==> config.mk <==
export PLATFORM = sky130hd
export DESIGN_NAME = acc_store_unit_flat
export DESIGN_NICKNAME = d
export VERILOG_FILES = /design/src/rtl/acc_pkg.sv /design/src/rtl/acc_store_unit_if.sv /design/src/rtl/acc_st_timer.sv /design/src/rtl/acc_store_unit.sv /design/src/flat_wrapper.sv
export SDC_FILE = /design/constraint.sdc
export NUM_CORES = 1
export LEC_CHECK = 0
export BUFFER_PORTS_ARGS = -buffer_cell sky130_fd_sc_hd__buf_2
export CAP_MARGIN = 5
export CORE_MARGIN = 8
export CORE_UTILIZATION = 39
export DETAILED_ROUTE_END_ITERATION = 16
export HOLD_SLACK_MARGIN = 0.12
export PLACE_DENSITY_LB_ADDON = 0.25
export SLEW_MARGIN = 10
export SYNTH_ARGS = -nofsm -noshare
export SYNTH_HDL_FRONTEND = slang
export SYNTH_SLANG_ARGS = --single-unit
==> constraint.sdc <==
create_clock -name clk -period 1.4 [get_ports clk]
set_input_delay 0.14 -clock clk [delete_from_list [all_inputs] [get_ports clk]]
set_output_delay 0.14 -clock clk [all_outputs]
set_load 0.03 [all_outputs]
==> src/rtl/acc_pkg.sv <==
// Shared widths, timeout default and FSM state encoding for the accumulator
// store unit.
package acc_pkg;

    localparam int ADDR_W_DEF  = 12;
    localparam int DATA_W_DEF  = 16;
    localparam int TIMEOUT_DEF = 15;

    typedef enum logic [1:0] {
        ST_IDLE  = 2'd0,
        ST_WRITE = 2'd1,
        ST_DONE  = 2'd2,
        ST_ERR   = 2'd3
    } st_state_t;

endpackage

==> src/rtl/acc_store_unit_if.sv <==
// Memory write bus between the store unit (master) and the memory (slave).
interface acc_store_unit_if
    import acc_pkg::*;
#(
    parameter int ADDR_W = ADDR_W_DEF,
    parameter int DATA_W = DATA_W_DEF
) ();

    logic [ADDR_W-1:0] mem_addr;
    logic [DATA_W-1:0] mem_wdata;
    logic              mem_we;
    logic              mem_ack;

    modport master (
        output mem_addr,
        output mem_wdata,
        output mem_we,
        input  mem_ack
    );

    modport slave (
        input  mem_addr,
        input  mem_wdata,
        input  mem_we,
        output mem_ack
    );

endinterface

==> src/rtl/acc_st_timer.sv <==
// WRITE-phase cycle counter; expired flags the last cycle an ack may still
// arrive before the store is abandoned.
module acc_st_timer
    import acc_pkg::*;
#(
    parameter int TIMEOUT = TIMEOUT_DEF
) (
    input  logic clk,
    input  logic rst,
    input  logic clr,
    input  logic en,
    output logic expired
);

    localparam int CNT_W = $clog2(TIMEOUT + 1);

    logic [CNT_W-1:0] count;

    always_ff @(posedge clk) begin
        if (rst) begin
            count <= '0;
        end else if (clr) begin
            count <= '0;
        end else if (en && !expired) begin
            count <= count + 1'b1;
        end
    end

    // count holds the number of completed ack-less WRITE cycles
    assign expired = (count == CNT_W'(TIMEOUT - 1));

endmodule

==> src/rtl/acc_store_unit.sv <==
// Stores a captured accumulator value to memory, reporting done on ack or
// error after a bounded number of unacknowledged write cycles.
module acc_store_unit
    import acc_pkg::*;
#(
    parameter int ADDR_W  = ADDR_W_DEF,
    parameter int DATA_W  = DATA_W_DEF,
    parameter int TIMEOUT = TIMEOUT_DEF
) (
    input  logic              clk,
    input  logic              rst,
    input  logic              st_req,
    input  logic [ADDR_W-1:0] st_addr,
    input  logic [DATA_W-1:0] acc,
    input  logic              acc15,
    input  logic              accz,
    output logic              st_busy,
    output logic              st_done,
    output logic              st_err,
    output logic              st_n,
    output logic              st_z,
    acc_store_unit_if.master  mem
);

    st_state_t state;
    logic      accept;
    logic      in_write;
    logic      expired;

    assign accept   = (state == ST_IDLE) && st_req;
    assign in_write = (state == ST_WRITE);

    acc_st_timer #(
        .TIMEOUT (TIMEOUT)
    ) u_timer (
        .clk     (clk),
        .rst     (rst),
        .clr     (accept),
        .en      (in_write && !mem.mem_ack),
        .expired (expired)
    );

    // Address/data are driven from capture registers so the bus stays stable
    // for the whole write even if acc or st_addr move underneath it.
    always_ff @(posedge clk) begin
        if (rst) begin
            state         <= ST_IDLE;
            mem.mem_addr  <= '0;
            mem.mem_wdata <= '0;
            mem.mem_we    <= 1'b0;
            st_busy       <= 1'b0;
            st_done       <= 1'b0;
            st_err        <= 1'b0;
            st_n          <= 1'b0;
            st_z          <= 1'b0;
        end else begin
            st_done <= 1'b0;
            st_err  <= 1'b0;
            case (state)
                ST_IDLE: begin
                    if (st_req) begin
                        state         <= ST_WRITE;
                        mem.mem_addr  <= st_addr;
                        mem.mem_wdata <= acc;
                        st_n          <= acc15;
                        st_z          <= accz;
                        mem.mem_we    <= 1'b1;
                        st_busy       <= 1'b1;
                    end
                end
                ST_WRITE: begin
                    // An ack in the final allowed cycle still counts as success
                    if (mem.mem_ack) begin
                        state      <= ST_DONE;
                        mem.mem_we <= 1'b0;
                        st_done    <= 1'b1;
                    end else if (expired) begin
                        state      <= ST_ERR;
                        mem.mem_we <= 1'b0;
                        st_err     <= 1'b1;
                    end
                end
                ST_DONE: begin
                    state   <= ST_IDLE;
                    st_busy <= 1'b0;
                end
                ST_ERR: begin
                    state   <= ST_IDLE;
                    st_busy <= 1'b0;
                end
                default: begin
                    state      <= ST_IDLE;
                    mem.mem_we <= 1'b0;
                    st_busy    <= 1'b0;
                end
            endcase
        end
    end

endmodule
==> src/flat_wrapper.sv <==
// flat-port wrapper written by rule: the top's interface ports become plain ports
module acc_store_unit_flat import acc_pkg::*;
#(
    parameter int ADDR_W  = ADDR_W_DEF,
    parameter int DATA_W  = DATA_W_DEF,
    parameter int TIMEOUT = TIMEOUT_DEF
)
  (clk, rst, st_req, st_addr, acc, acc15, accz, st_busy, st_done, st_err, st_n, st_z, mem_mem_addr, mem_mem_wdata, mem_mem_we, mem_mem_ack);
  acc_store_unit_if #(.ADDR_W(ADDR_W), .DATA_W(DATA_W)) mem_i ();
  input  logic clk;
  input  logic rst;
  input  logic st_req;
  input  logic [ADDR_W-1:0] st_addr;
  input  logic [DATA_W-1:0] acc;
  input  logic acc15;
  input  logic accz;
  output logic st_busy;
  output logic st_done;
  output logic st_err;
  output logic st_n;
  output logic st_z;
  output wire logic [$bits(mem_i.mem_addr)-1:0] mem_mem_addr;
  output wire logic [$bits(mem_i.mem_wdata)-1:0] mem_mem_wdata;
  output wire logic [$bits(mem_i.mem_we)-1:0] mem_mem_we;
  input wire logic [$bits(mem_i.mem_ack)-1:0] mem_mem_ack;
  assign mem_mem_addr = mem_i.mem_addr;
  assign mem_mem_wdata = mem_i.mem_wdata;
  assign mem_mem_we = mem_i.mem_we;
  assign mem_i.mem_ack = mem_mem_ack;
  acc_store_unit #(.ADDR_W(ADDR_W), .DATA_W(DATA_W), .TIMEOUT(TIMEOUT)) u_core (.clk(clk), .rst(rst), .st_req(st_req), .st_addr(st_addr), .acc(acc), .acc15(acc15), .accz(accz), .st_busy(st_busy), .st_done(st_done), .st_err(st_err), .st_n(st_n), .st_z(st_z), .mem(mem_i));
endmodule
======== Word level (Yosys, flattened, before mapping) ========
Cells that the tools add are included.
word-level totals
  bits in registers ....................... 40
  input bits .............................. 34
  word-level logic and storage cells ...... 45
operators by class
  add/sub/neg operators ................... 1
  equality and inequality tests ........... 6
  multiplexer cells ....................... 11
  bitwise logic cells ..................... 1
  reductions and logical operators ........ 16
operator list
  cell                   number
  $mux W2                3
  $pmux W2 S3            1
  $reduce_and A2 Y1      3
  $reduce_or A2 Y1       3
  $mux W1                5
  $add A4 B1 Y4 const B  1
  $eq A2 B2 Y1 const B   2
  $eq A4 B4 Y1 const B   1
  $pmux W1 S2            2
  $reduce_bool A2 Y1     2
  $logic_and A1 B1 Y1    3
  $ne A3 B3 Y1 const B   1
  $reduce_and A3 Y1      1
  $reduce_or A3 Y1       1
  $eq A2 B1 Y1 const B   1
  $logic_not A1 Y1       2
  $logic_not A2 Y1       1
  $ne A2 B2 Y1 const B   1
  $not A1 Y1             1

======== Depth between registers and ports, before layout ========
  depth in word-level cells ............... 4
  depth in mapped cells ................... 5
  mapped depth without buffers ............ 5

======== Modules after synthesis ========
Synthesis repeated with hierarchy kept, for this count alone.
second synthesis, totals
  cell total of the unflattened synthesis .. 177
  area, all modules ....................... 1485.2 um^2
modules (own cells, without submodules)
  module          times used  cells an instance  area an instance (um^2)  sequential area each (um^2)
  acc_store_unit  1           153                1268.7                   720.7
  acc_st_timer    1           24                 216.5                    80.1

======== Worst setup path before layout ========
OpenSTA, ideal clock, no wires.
  path type ............................... register to register
  from .................................... register u_core.state[0]
  to ...................................... register u_core.mem.mem_addr[0]
  library setup time ...................... 132 ps
  arrival ................................. 1227 ps
  data required time ...................... 1268 ps
  setup slack ............................. 41 ps
  stages on the path, launching flop included .. 6
  period minus slack after synthesis ...... 1359 ps
  cell sequence ........................... dfxtp_1 -> or3b_2 -> clkbuf_1 -> clkbuf_1 -> nand2_1 -> a21oi_1
between the ends
  longest elaborated chain between the ends .. 2
RTL lines
  what                                RTL line                 source
  start: declaration                  acc_store_unit.sv:25     st_state_t state;
  start signal: assignment            acc_store_unit.sv:47     state <= ST_IDLE;
  start signal: assignment            acc_store_unit.sv:62     state <= ST_WRITE;
  start signal: assignment            acc_store_unit.sv:74     state <= ST_DONE;
  $logic_not A2 Y1                    acc_store_unit.sv:59     case (state)
  $reduce_and A2 Y1 (no source line)  n/a
  end signal: assignment              acc_store_unit.sv:63     mem.mem_addr <= st_addr;
  end: declaration                    acc_store_unit_if.sv:15  output mem_addr,
No other way between the ends.
A chain may end at the register's enable or synchronous reset.

======== Final worst setup path ========
  from .................................... register u_core.state[0]
  to ...................................... register u_core.u_timer.count[3]
between the ends
  longest elaborated chain between the ends .. 3
RTL lines
  what                                                     RTL line                                    source
  $eq A2 B1 Y1 or $logic_not A2 Y1 (tied branches)         acc_store_unit.sv:31, acc_store_unit.sv:30
  $logic_and A1 B1 Y1 (on tied branches)                   acc_store_unit.sv:39, acc_store_unit.sv:30
  $logic_and A1 B1 Y1 or $reduce_or A2 Y1 (tied branches)  n/a
  end signal: assignment                                   acc_st_timer.sv:25                          count <= count + 1'b1;
  end: declaration                                         acc_st_timer.sv:17                          logic [CNT_W-1:0] count;
Several ways; a longest one is shown, not always the timed one.

==> results.yml <==
clocking:
  clk_transition_reported_paths_ns: 0.07
  clock_sinks: 40
  clock_latency_ns: 0.29
  clock_path_buffers: 2
  cts_tree: "done"
  cts-root-buf: "clkbuf_8"
  cts_buffers: 5
  htree_levels: 2
global_routing:
  antenna_found_initial: 0
  gr-total-overflow: 0
  first_global_vias: 1542
  grt_usage: 0.146
  grt_max_degree: 20
  grt_pass1_wl_um: 7180
yosys:
  synthArstFlopShare: 0
  yosys.area_share.simple: 0.233
  ys_types: 21
  netlist_instances: 177
  synth_top_cell_area_share: 0.555
  synthTopCellsByCount: "nand2_1, dfxtp_1, a21oi_1"
  ys_warn_count: 0
  synth_xor_xnor_area_share: 0
  synth_seq_area_share: 0.555
  synth-seq-cells: 40
  synth_mux_area_frac: 0
  syn-num-nets: 213
  synth_compound_area_frac: 0.155
  syn_area_per_cell_um2: 8.16
  yosysTopAreaCell: "dfxtp_1"
  synth_flop_cell: "dfxtp_1"
  synth_top_family_by_area: "simple AND/OR/NAND/NOR gates"
  synthesis.area_mm2: 0.00144
  synth-adder-area-share: 0.0173
  yosys-top-cells-area: "dfxtp_1, nand2_1, a21oi_1, clkbuf_1, ha_1"
  synth_edf_count: 0
  synth.most_common_cell: "nand2_1"
route:
  wl_per_cell_um: 13.3
  drcViolationCount: 0
  routed_wl_um: 4350
  viasPerCell: 4.55
  dr_total_vias: 1494
  ant_nets: 0
  first_pass_iters: 4
  drtIter0Drc: 123
floorplanning:
  dieArea_mm2: 0.00591
  rows: 22
  die_w_um: 76.8
  io_pins: 68
  start_util: 0.400
  dieHeight_um: 76.8
  coreArea_mm2: 0.00361
setup_path:
  startpoint: "u_core.state[0]"
  r2r-end: "u_core.u_timer.count[3]"
  critPathLaunchType: "flip-flop"
  crit_fanout: 8
  setup.worst_path.end_class: "flip-flop"
  reg2reg_depth: 3
  arrival_ns: 1.57
  r2r_slack_ns: 0.06
  endpoint: "u_core.u_timer.count[3]"
  r2r-start: "u_core.state[0]"
  path_class: "reg2reg"
  crit_required_ns: 1.62
flow_run:
  drv_cap: 0
timing:
  slew_violations: 0
  skew_ns: 0.00223
  max_freq_mhz: 744
  rsz0062_at_grt: "false"
  period_share: 0.960
  period_needed_ns: 1.34
  maxSlewHeadroom: 0.832
  hold_viol_final: 0
  tightest_slew_ns: 0.251
  finalSetupViolCount: 0
  fin_tns_setup_ns: 0
power_and_ir_drop:
  power.static_leakage_nw: 1.06
  p_per_area_mw_per_mm2: 1130
  peakVddDrop_uv: 747
  power_mw: 2.57
outcome:
  status: "completed"
placement:
  dp_hpwl_um: 2770
  place_congestion: 0.774
  io_buffers: 67
final_layout:
  area_growth_pct: 58.1
  fin_nets: 316
  diodes: 0
  drive_gt1_frac: 0.318
hold_path:
  min_path_type: "in2reg"
flip-flops by register name (all words and copies together) (netlist names):
| name | cells |
|---|---|
| u_core.u_timer.count | 4 |
| u_core.st_n | 1 |
| u_core.mem.mem_addr | 12 |
| u_core.state | 2 |
| u_core.mem.mem_wdata | 16 |
| u_core.st_busy | 1 |
| u_core.st_z | 1 |
| u_core.st_done | 1 |
| u_core.mem.mem_we | 1 |
| u_core.st_err | 1 |
routing by layer:
metal  up-vias  share of wire  wire (µm)  global-route usage
met2        56           0.47       2050               0.240
met3         7          0.087        379              0.0711
li1        785              -          -                   -
met5         -              0          0                   0
met1       646           0.43       1870               0.162
met4         0          0.012         51              0.0462
cell families after synthesis:
logic type,after synthesis
flops,40
compound gates,42
fa+ha+maj,2
buf+inv,15
simple gates,78
where the power goes:
| part | leakage (nW) | internal (mW) | switching (mW) |
|---|---|---|---|
| Sequential | 0.328 | 1.21 | 0.0348 |
| Clock | 0.0503 | 0.438 | 0.368 |
| Combinational | 0.682 | 0.215 | 0.308 |
timing repair:
action,CTS,global route
endpoints found under the setup margin,0,4
hold buffers,30,0
endpoints found under the hold margin,30,0
buffers inserted,0,0
gates resized for setup,0,2
worst min-delay path by stage:
| stage | from | to | cells past startpoint |
|---|---|---|---|
| 2_1_floorplan | st_addr[4] | u_core.mem.mem_addr[4] | 2 |
| 4_1_cts | mem_mem_ack | u_core.st_done | 2 |
| 3_5_place_dp | st_addr[7] | u_core.mem.mem_addr[7] | 3 |
| 5_1_grt | mem_mem_ack | u_core.st_done | 2 |
| 6_report | mem_mem_ack | u_core.st_done | 2 |
| 3_3_place_gp | st_addr[10] | u_core.mem.mem_addr[10] | 3 |
metrics by stage:
stage	util	hold slack, ns	cell area (µm²)	std cells	setup WS (ns)
CTS	0.632	0.136	2280	328	0.00860
detailed placement	0.522	0.386	1880	291	0.0263
global route	0.633	0.149	2280	328	0.00194
finish	0.633	0.152	2280	328	0.0564
global placement	0.522	0.381	1880	291	0.0401
floorplan	-	0.276	1440	177	0.0409
cell usage in the layout, fill, tap and decap left out:
| master | n |
|---|---|
| a211oi_1 | 1 |
| a21oi_1 | 37 |
| and3_1 | 1 |
| buf_2 | 67 |
| buf_4 | 10 |
| buf_6 | 1 |
| clkbuf_8 | 7 |
| dfxtp_1 | 40 |
| dlygate4sd3_1 | 30 |
| ha_1 | 2 |
| inv_1 | 3 |
| nand2_1 | 61 |
| nand2b_1 | 2 |
| nand3_1 | 3 |
| nor2_1 | 1 |
| nor3_1 | 2 |
| nor3b_1 | 2 |
| nor3b_2 | 1 |
| o21ai_0 | 1 |
| o221a_2 | 1 |
| o31ai_1 | 2 |
| or2b_1 | 1 |
| or3_1 | 2 |
| or3b_2 | 1 |
| or3b_4 | 1 |
critical path: stages (launching register included):
cell and delay, ns:
dfxtp_1 0.36, or3b_4 0.43, or3_1 0.35, a21oi_1 0.14
final cells by class:
| cell class | count | area, µm² |
|---|---|---|
| fill | 327 | 1320 |
| sequential | 40 | 801 |
| timing repair buffer | 108 | 722 |
| multi-input combinational | 122 | 593 |
| clock buffer | 7 | 96.3 |
| tap | 48 | 60.1 |
| inverter | 3 | 11.3 |
Note: power is estimated with default switching activity, not from simulation.
